===== src/rtl/tv80_bus_arbiter_if.sv =====
// Bus-request/grant bundle shared by tv80_bus_arbiter, its requesters and the CPU handshake.
// master = arbiter side, slave = requesters/CPU side.
interface tv80_bus_arbiter_if #(
    parameter int NREQ = 2
);
    logic [NREQ-1:0] req;
    logic [NREQ-1:0] gnt;
    logic [1:0]      bus_sel;
    logic            cpu_owns;
    logic            preempt;
    logic            cpu_busrq_n;
    logic            cpu_busak_n;

    modport master (
        input  req, cpu_busak_n,
        output gnt, bus_sel, cpu_owns, preempt, cpu_busrq_n
    );

    modport slave (
        output req, cpu_busak_n,
        input  gnt, bus_sel, cpu_owns, preempt, cpu_busrq_n
    );
endinterface


===== src/rtl/tv80_bus_arbiter.sv =====
// Hands the tv80 system bus to one of NREQ requesters via busrq_n/busak_n, with a hold timer.
// Optional macro TV80_ARB_RR_EN selects round-robin winner selection instead of fixed priority.
module tv80_bus_arbiter #(
    parameter int NREQ     = 2,
    parameter int MAX_HOLD = 64
) (
    input  logic               clk,
    input  logic               reset_n,
    input  logic               cen,
    tv80_bus_arbiter_if.master bus
);
    localparam int              CW        = (MAX_HOLD > 1) ? $clog2(MAX_HOLD) : 1;
    localparam logic [CW-1:0]   HOLD_LAST = CW'(MAX_HOLD - 1);

    typedef enum logic [1:0] {S_IDLE, S_REQ, S_GRANT, S_RELEASE} state_t;

    state_t          r_state, w_state_next;
    logic [NREQ-1:0] r_gnt, w_gnt_next;
    logic [1:0]      r_bus_sel, w_bus_sel_next;
    logic            r_cpu_owns, w_cpu_owns_next;
    logic            r_preempt, w_preempt_next;
    logic            r_busrq_n, w_busrq_n_next;
    logic [CW-1:0]   r_cnt, w_cnt_next;

    logic            w_any;
    logic            w_held;
    logic [NREQ-1:0] w_req_rot;
    logic [1:0]      w_base;
    logic [1:0]      w_win;
    logic [NREQ-1:0] w_win_onehot;

    assign w_any  = |bus.req;
    assign w_held = |(bus.req & r_gnt);

`ifdef TV80_ARB_RR_EN
    logic [1:0]        r_ptr;
    logic [2*NREQ-1:0] w_req_dbl;

    // Rotate so that bit 0 of w_req_rot is the requester the pointer names.
    assign w_req_dbl = {bus.req, bus.req};
    assign w_req_rot = NREQ'(w_req_dbl >> r_ptr);
    assign w_base    = r_ptr;

    always_ff @(posedge clk) begin
        if (!reset_n) begin
            r_ptr <= 2'd0;
        end else if (cen && r_state == S_REQ && w_any && !bus.cpu_busak_n) begin
            r_ptr <= 2'((int'(w_win) + 1) % NREQ);
        end
    end
`else
    assign w_req_rot = bus.req;
    assign w_base    = 2'd0;
`endif

    // Lowest set bit of the (possibly rotated) request vector wins.
    always_comb begin
        w_win = 2'd0;
        for (int k = NREQ - 1; k >= 0; k--) begin
            if (w_req_rot[k]) begin
                w_win = 2'((int'(w_base) + k) % NREQ);
            end
        end
    end

    generate
        for (genvar gi = 0; gi < NREQ; gi++) begin : g_onehot
            assign w_win_onehot[gi] = (w_win == 2'(gi));
        end
    endgenerate

    always_comb begin
        w_state_next    = r_state;
        w_gnt_next      = r_gnt;
        w_bus_sel_next  = r_bus_sel;
        w_cpu_owns_next = r_cpu_owns;
        w_preempt_next  = 1'b0;
        w_busrq_n_next  = r_busrq_n;
        w_cnt_next      = r_cnt;
        case (r_state)
            S_IDLE: begin
                if (w_any) begin
                    w_state_next   = S_REQ;
                    w_busrq_n_next = 1'b0;
                end
            end
            S_REQ: begin
                if (!w_any) begin
                    w_state_next    = S_RELEASE;
                    w_busrq_n_next  = 1'b1;
                    w_cpu_owns_next = 1'b1;
                end else if (!bus.cpu_busak_n) begin
                    w_state_next    = S_GRANT;
                    w_gnt_next      = w_win_onehot;
                    w_bus_sel_next  = w_win;
                    w_cpu_owns_next = 1'b0;
                    w_cnt_next      = '0;
                end
            end
            S_GRANT: begin
                w_cnt_next = r_cnt + 1'b1;
                // Request drop and CPU protocol error both win over timer expiry: no preempt.
                if (!w_held || bus.cpu_busak_n) begin
                    w_state_next    = S_RELEASE;
                    w_gnt_next      = '0;
                    w_busrq_n_next  = 1'b1;
                    w_cpu_owns_next = 1'b1;
                end else if (MAX_HOLD != 0 && r_cnt == HOLD_LAST) begin
                    w_state_next    = S_RELEASE;
                    w_gnt_next      = '0;
                    w_busrq_n_next  = 1'b1;
                    w_cpu_owns_next = 1'b1;
                    w_preempt_next  = 1'b1;
                end
            end
            S_RELEASE: begin
                if (bus.cpu_busak_n) begin
                    w_state_next = S_IDLE;
                end
            end
            default: begin
                w_state_next = S_IDLE;
            end
        endcase
    end

    always_ff @(posedge clk) begin
        if (!reset_n) begin
            r_state    <= S_IDLE;
            r_gnt      <= '0;
            r_bus_sel  <= 2'd0;
            r_cpu_owns <= 1'b1;
            r_preempt  <= 1'b0;
            r_busrq_n  <= 1'b1;
            r_cnt      <= '0;
        end else if (cen) begin
            r_state    <= w_state_next;
            r_gnt      <= w_gnt_next;
            r_bus_sel  <= w_bus_sel_next;
            r_cpu_owns <= w_cpu_owns_next;
            r_preempt  <= w_preempt_next;
            r_busrq_n  <= w_busrq_n_next;
            r_cnt      <= w_cnt_next;
        end
    end

    assign bus.gnt         = r_gnt;
    assign bus.bus_sel     = r_bus_sel;
    assign bus.cpu_owns    = r_cpu_owns;
    assign bus.preempt     = r_preempt;
    assign bus.cpu_busrq_n = r_busrq_n;
endmodule

===== src/flat_wrapper.sv =====
// flat-port wrapper written by rule: the top's interface ports become plain ports
module tv80_bus_arbiter_flat 
#(
    parameter int NREQ     = 2,
    parameter int MAX_HOLD = 64
)
  (clk, reset_n, cen, bus_req, bus_cpu_busak_n, bus_gnt, bus_bus_sel, bus_cpu_owns, bus_preempt, bus_cpu_busrq_n);
  tv80_bus_arbiter_if #(.NREQ(NREQ)) bus_i ();
  input  logic clk;
  input  logic reset_n;
  input  logic cen;
  input wire logic [$bits(bus_i.req)-1:0] bus_req;
  input wire logic [$bits(bus_i.cpu_busak_n)-1:0] bus_cpu_busak_n;
  output wire logic [$bits(bus_i.gnt)-1:0] bus_gnt;
  output wire logic [$bits(bus_i.bus_sel)-1:0] bus_bus_sel;
  output wire logic [$bits(bus_i.cpu_owns)-1:0] bus_cpu_owns;
  output wire logic [$bits(bus_i.preempt)-1:0] bus_preempt;
  output wire logic [$bits(bus_i.cpu_busrq_n)-1:0] bus_cpu_busrq_n;
  assign bus_i.req = bus_req;
  assign bus_i.cpu_busak_n = bus_cpu_busak_n;
  assign bus_gnt = bus_i.gnt;
  assign bus_bus_sel = bus_i.bus_sel;
  assign bus_cpu_owns = bus_i.cpu_owns;
  assign bus_preempt = bus_i.preempt;
  assign bus_cpu_busrq_n = bus_i.cpu_busrq_n;
  tv80_bus_arbiter #(.NREQ(NREQ), .MAX_HOLD(MAX_HOLD)) u_core (.clk(clk), .reset_n(reset_n), .cen(cen), .bus(bus_i));
endmodule

===== config.mk =====
export PLATFORM = sky130hd
export DESIGN_NAME = tv80_bus_arbiter_flat
export DESIGN_NICKNAME = d
export VERILOG_FILES = /design/src/rtl/tv80_bus_arbiter_if.sv /design/src/rtl/tv80_bus_arbiter.sv /design/src/flat_wrapper.sv
export SDC_FILE = /design/constraint.sdc
export NUM_CORES = 1
export LEC_CHECK = 0
export ABC_AREA = 0
export CAP_MARGIN = 20
export CORE_MARGIN = 4
export CORE_UTILIZATION = 55
export DETAILED_ROUTE_END_ITERATION = 10
export GPL_TIMING_DRIVEN = 0
export PLACE_DENSITY = 0.86
export SLEW_MARGIN = 20
export SYNTH_ARGS = -nofsm -noshare
export SYNTH_HDL_FRONTEND = slang
export SYNTH_SLANG_ARGS = --single-unit

===== constraint.sdc =====
create_clock -name clk -period 3.8 [get_ports clk]
set_clock_uncertainty 0.15 [all_clocks]
set_input_delay 0.76 -clock clk [delete_from_list [all_inputs] [get_ports clk]]
set_output_delay 0.76 -clock clk [all_outputs]
set_load 0.03 [all_outputs]

==> results.yml <==
setup_path:
  critPathKind: "primary input to flop"
  r2r_slack_ps: 1750
  crit_path_start_kind: "primary input"
  path_cells: "clkdlybuf4s50_1, o21bai_1, a21oi_1, nand2_1, o32ai_1"
  max_stage_delay_ps: 610
  crit_path_top_delay_cell: "clkdlybuf4s50_1"
  worstReg2RegStart: "u_core.r_state[0]"
  r2r-end: "u_core.r_cnt[4]"
  cp_data_required_time_ps: 3840
  crit_arrival_ps: 2350
  end_kind: "flop"
  critPathMaxFanout: 8
  r2r_cells: 6
logic_synthesis:
  postSynthAreaPerCell_um2: 8.19
  seq_area_frac_synth: 0.335
  yosys_warnings: 0
  ys_types: 40
  synth_nets: 114
  netlist_instances: 102
  syn-cell-area_um2: 836
  ys_ff_latch: 14
timing:
  period_minus_slack_ps: 2310
  period_share: 0.609
  finalSetupTns_ps: 0
  drv_slew: 0
  hold_viol: 0
  max_freq_mhz: 432
  setup_viol: 0
  rsz0062_at_grt: "false"
  holdWs_ps: 335
routing:
  vias_per_cell: 5.92
  drtIter0Drc: 20
  ant_nets: 0
  drc: 0
  first_pass_iters: 4
  wl_per_cell_um: 12.9
  num_vias: 770
  drt_wl_total_um: 1680
floorplan:
  die_h_um: 47.0
  ios: 13
  fp-row-count: 13
  die_area_mm2: 0.00221
  core_mm2: 0.00137
  die_x_um: 47.0
  start_util: 0.612
global_route:
  grt_antenna_before_repair: 0
  grt_use_total: 0.178
  grt_first_pass_wirelength_um: 2730
  grt_max_degree: 11
  grt_remaining_overflow: 0
  grt_pass1_vias: 638
clock_tree:
  cts_tree: "yes"
  cts.hold.buffers_added: 0
  cts_buffer_depth: 2
  cts_sinks: 14
  cts_buffers: 3
  ctsRootBufferMaster: "clkbuf_4"
  cts_resized: 0
  htreeDepth: 1
  clkLatencyLatePin_ps: 280
  path_clk_slew_ps: 80
  cts_setup_buffers: 0
hold_path:
  min_to: "u_core.bus.gnt[0]"
  hold_depth: 2
  hold_class: "flop to flop"
  hold_start: "u_core.bus.gnt[0]"
outcome:
  status: "complete, no violations"
place:
  hpwl_um: 1240
  place_congestion: 0.833
  io_buffers: 10
finish:
  fin_nets: 129
  multi_input_area_um2: 513
  seq_area_um2: 280
  diodes: 0
  fillers: 121
  final_cell_mix: "nand2_1, dfxtp_1, clkdlybuf4s50_1, nand3_1"
  area_delta_synth_final_pct: 16.9
  layout-drive-gt1-share: 0.0783
job:
  drv_cap: 0
pwr:
  p_leak_nw: 0.368
  powerDensity_mw_per_mm2: 340
  ir_drop_mv: 0.192
## stage by stage
stage               utilization  setup slack [ps]  power (W)  instance area (µm²)  std cells
CTS                       0.715              1500   0.000335                  977        130
floorplan                     -              1890   0.000225                  836        102
detailed placement        0.699              1230   0.000253                  955        127
finish                    0.715              1490   0.000332                  977        130
global placement          0.699              1230   0.000252                  955        127
global route              0.715              1370   0.000354                  977        130
## worst max-delay path, delay by kind of cell
kind / cells / cell delay (ps)
and+or+nand+nor: 1 / 170
AOI/OAI and AO/OA: 3 / 810
buffers and inverters: 1 / 610
## final cells by class
class                      count  share of cell area
tap                           15              0.0192
inverter                       6              0.0230
sequential                    14               0.287
multi-input combinational     78               0.525
buffer                         4              0.0205
timing repair buffer          10               0.102
clock buffer                   3              0.0230
## cells by family (layout without fill, tap and decap cells)
logic type	count (synthesis)	in the layout	share of synthesized area
AO/OA/AOI/OAI	27	27	0.241
flip-flops	14	14	0.335
buffers and inverters	10	23	0.0509
multiplexers	1	1	0.0120
AND/OR/NAND/NOR	43	43	0.266
adder cells (fa/ha/maj)	6	6	0.0898
other	1	1	0.00449
## how the worst max path moves through the flow
stage,startpoint,endpoint,cells past startpoint
finish,bus_req[1],u_core.r_cnt[4],5
CTS,bus_req[1],u_core.r_cnt[4],5
floorplan,bus_req[1],u_core.r_state[0],4
detailed placement,reset_n,u_core.bus.cpu_busrq_n,4
global placement,bus_req[1],u_core.r_cnt[4],5
global route,bus_req[1],u_core.r_cnt[4],5
## sequential cells by signal, summed over array words and instances, names as in the netlist
name and flops:
u_core.r_cnt 6, u_core.bus.gnt 2, u_core.r_state 2, u_core.bus.bus_sel 1, u_core.bus.cpu_busrq_n 1, u_core.bus.cpu_owns 1, u_core.bus.preempt 1
## synth_stat cells (all sizes together)
library cell | number | area share
o21bai | 1 | 0.0090
a21boi | 1 | 0.0090
conb | 1 | 0.0045
or4b | 1 | 0.012
o21a | 1 | 0.0090
nor3b | 1 | 0.0090
nand3b | 1 | 0.0090
a32o | 1 | 0.012
o2111ai | 1 | 0.010
nor2 | 5 | 0.022
buf | 1 | 0.0090
a21oi | 2 | 0.012
nor3 | 1 | 0.0060
o41a | 1 | 0.015
nand3 | 7 | 0.042
nand4 | 2 | 0.015
a41oi | 2 | 0.021
mux2i | 1 | 0.012
a311oi | 1 | 0.010
o211ai | 1 | 0.0090
o22ai | 1 | 0.0075
a22o | 1 | 0.010
ha | 6 | 0.090
clkbuf | 3 | 0.015
a21o | 1 | 0.0090
dfxtp | 14 | 0.34
nor2b | 6 | 0.045
nand2 | 15 | 0.070
inv | 6 | 0.027
nand2b | 2 | 0.015
nand4b | 1 | 0.010
o21ai | 7 | 0.042
or3b | 1 | 0.010
o211a | 2 | 0.024
o311ai | 1 | 0.010
o32ai | 2 | 0.021
## where the power goes
| part | internal [W] | leakage, nW | switching [W] |
|---|---|---|---|
| logic | 0.0000364 | 0.241 | 0.0000510 |
| registers | 0.000155 | 0.114 | 0.00000743 |
| clock network | 0.0000368 | 0.0138 | 0.0000457 |
## metal layers
| layer | vias to the layer above | share of wire | track usage |
|---|---|---|---|
| met5 | - | 0 | 0 |
| met4 | 0 | 0.016 | 0.0829 |
| met3 | 4 | 0.051 | 0.0345 |
| met2 | 15 | 0.45 | 0.287 |
| met1 | 353 | 0.48 | 0.227 |
| li1 | 398 | - | - |
No activity file was read; power rests on OpenSTA's default activity.
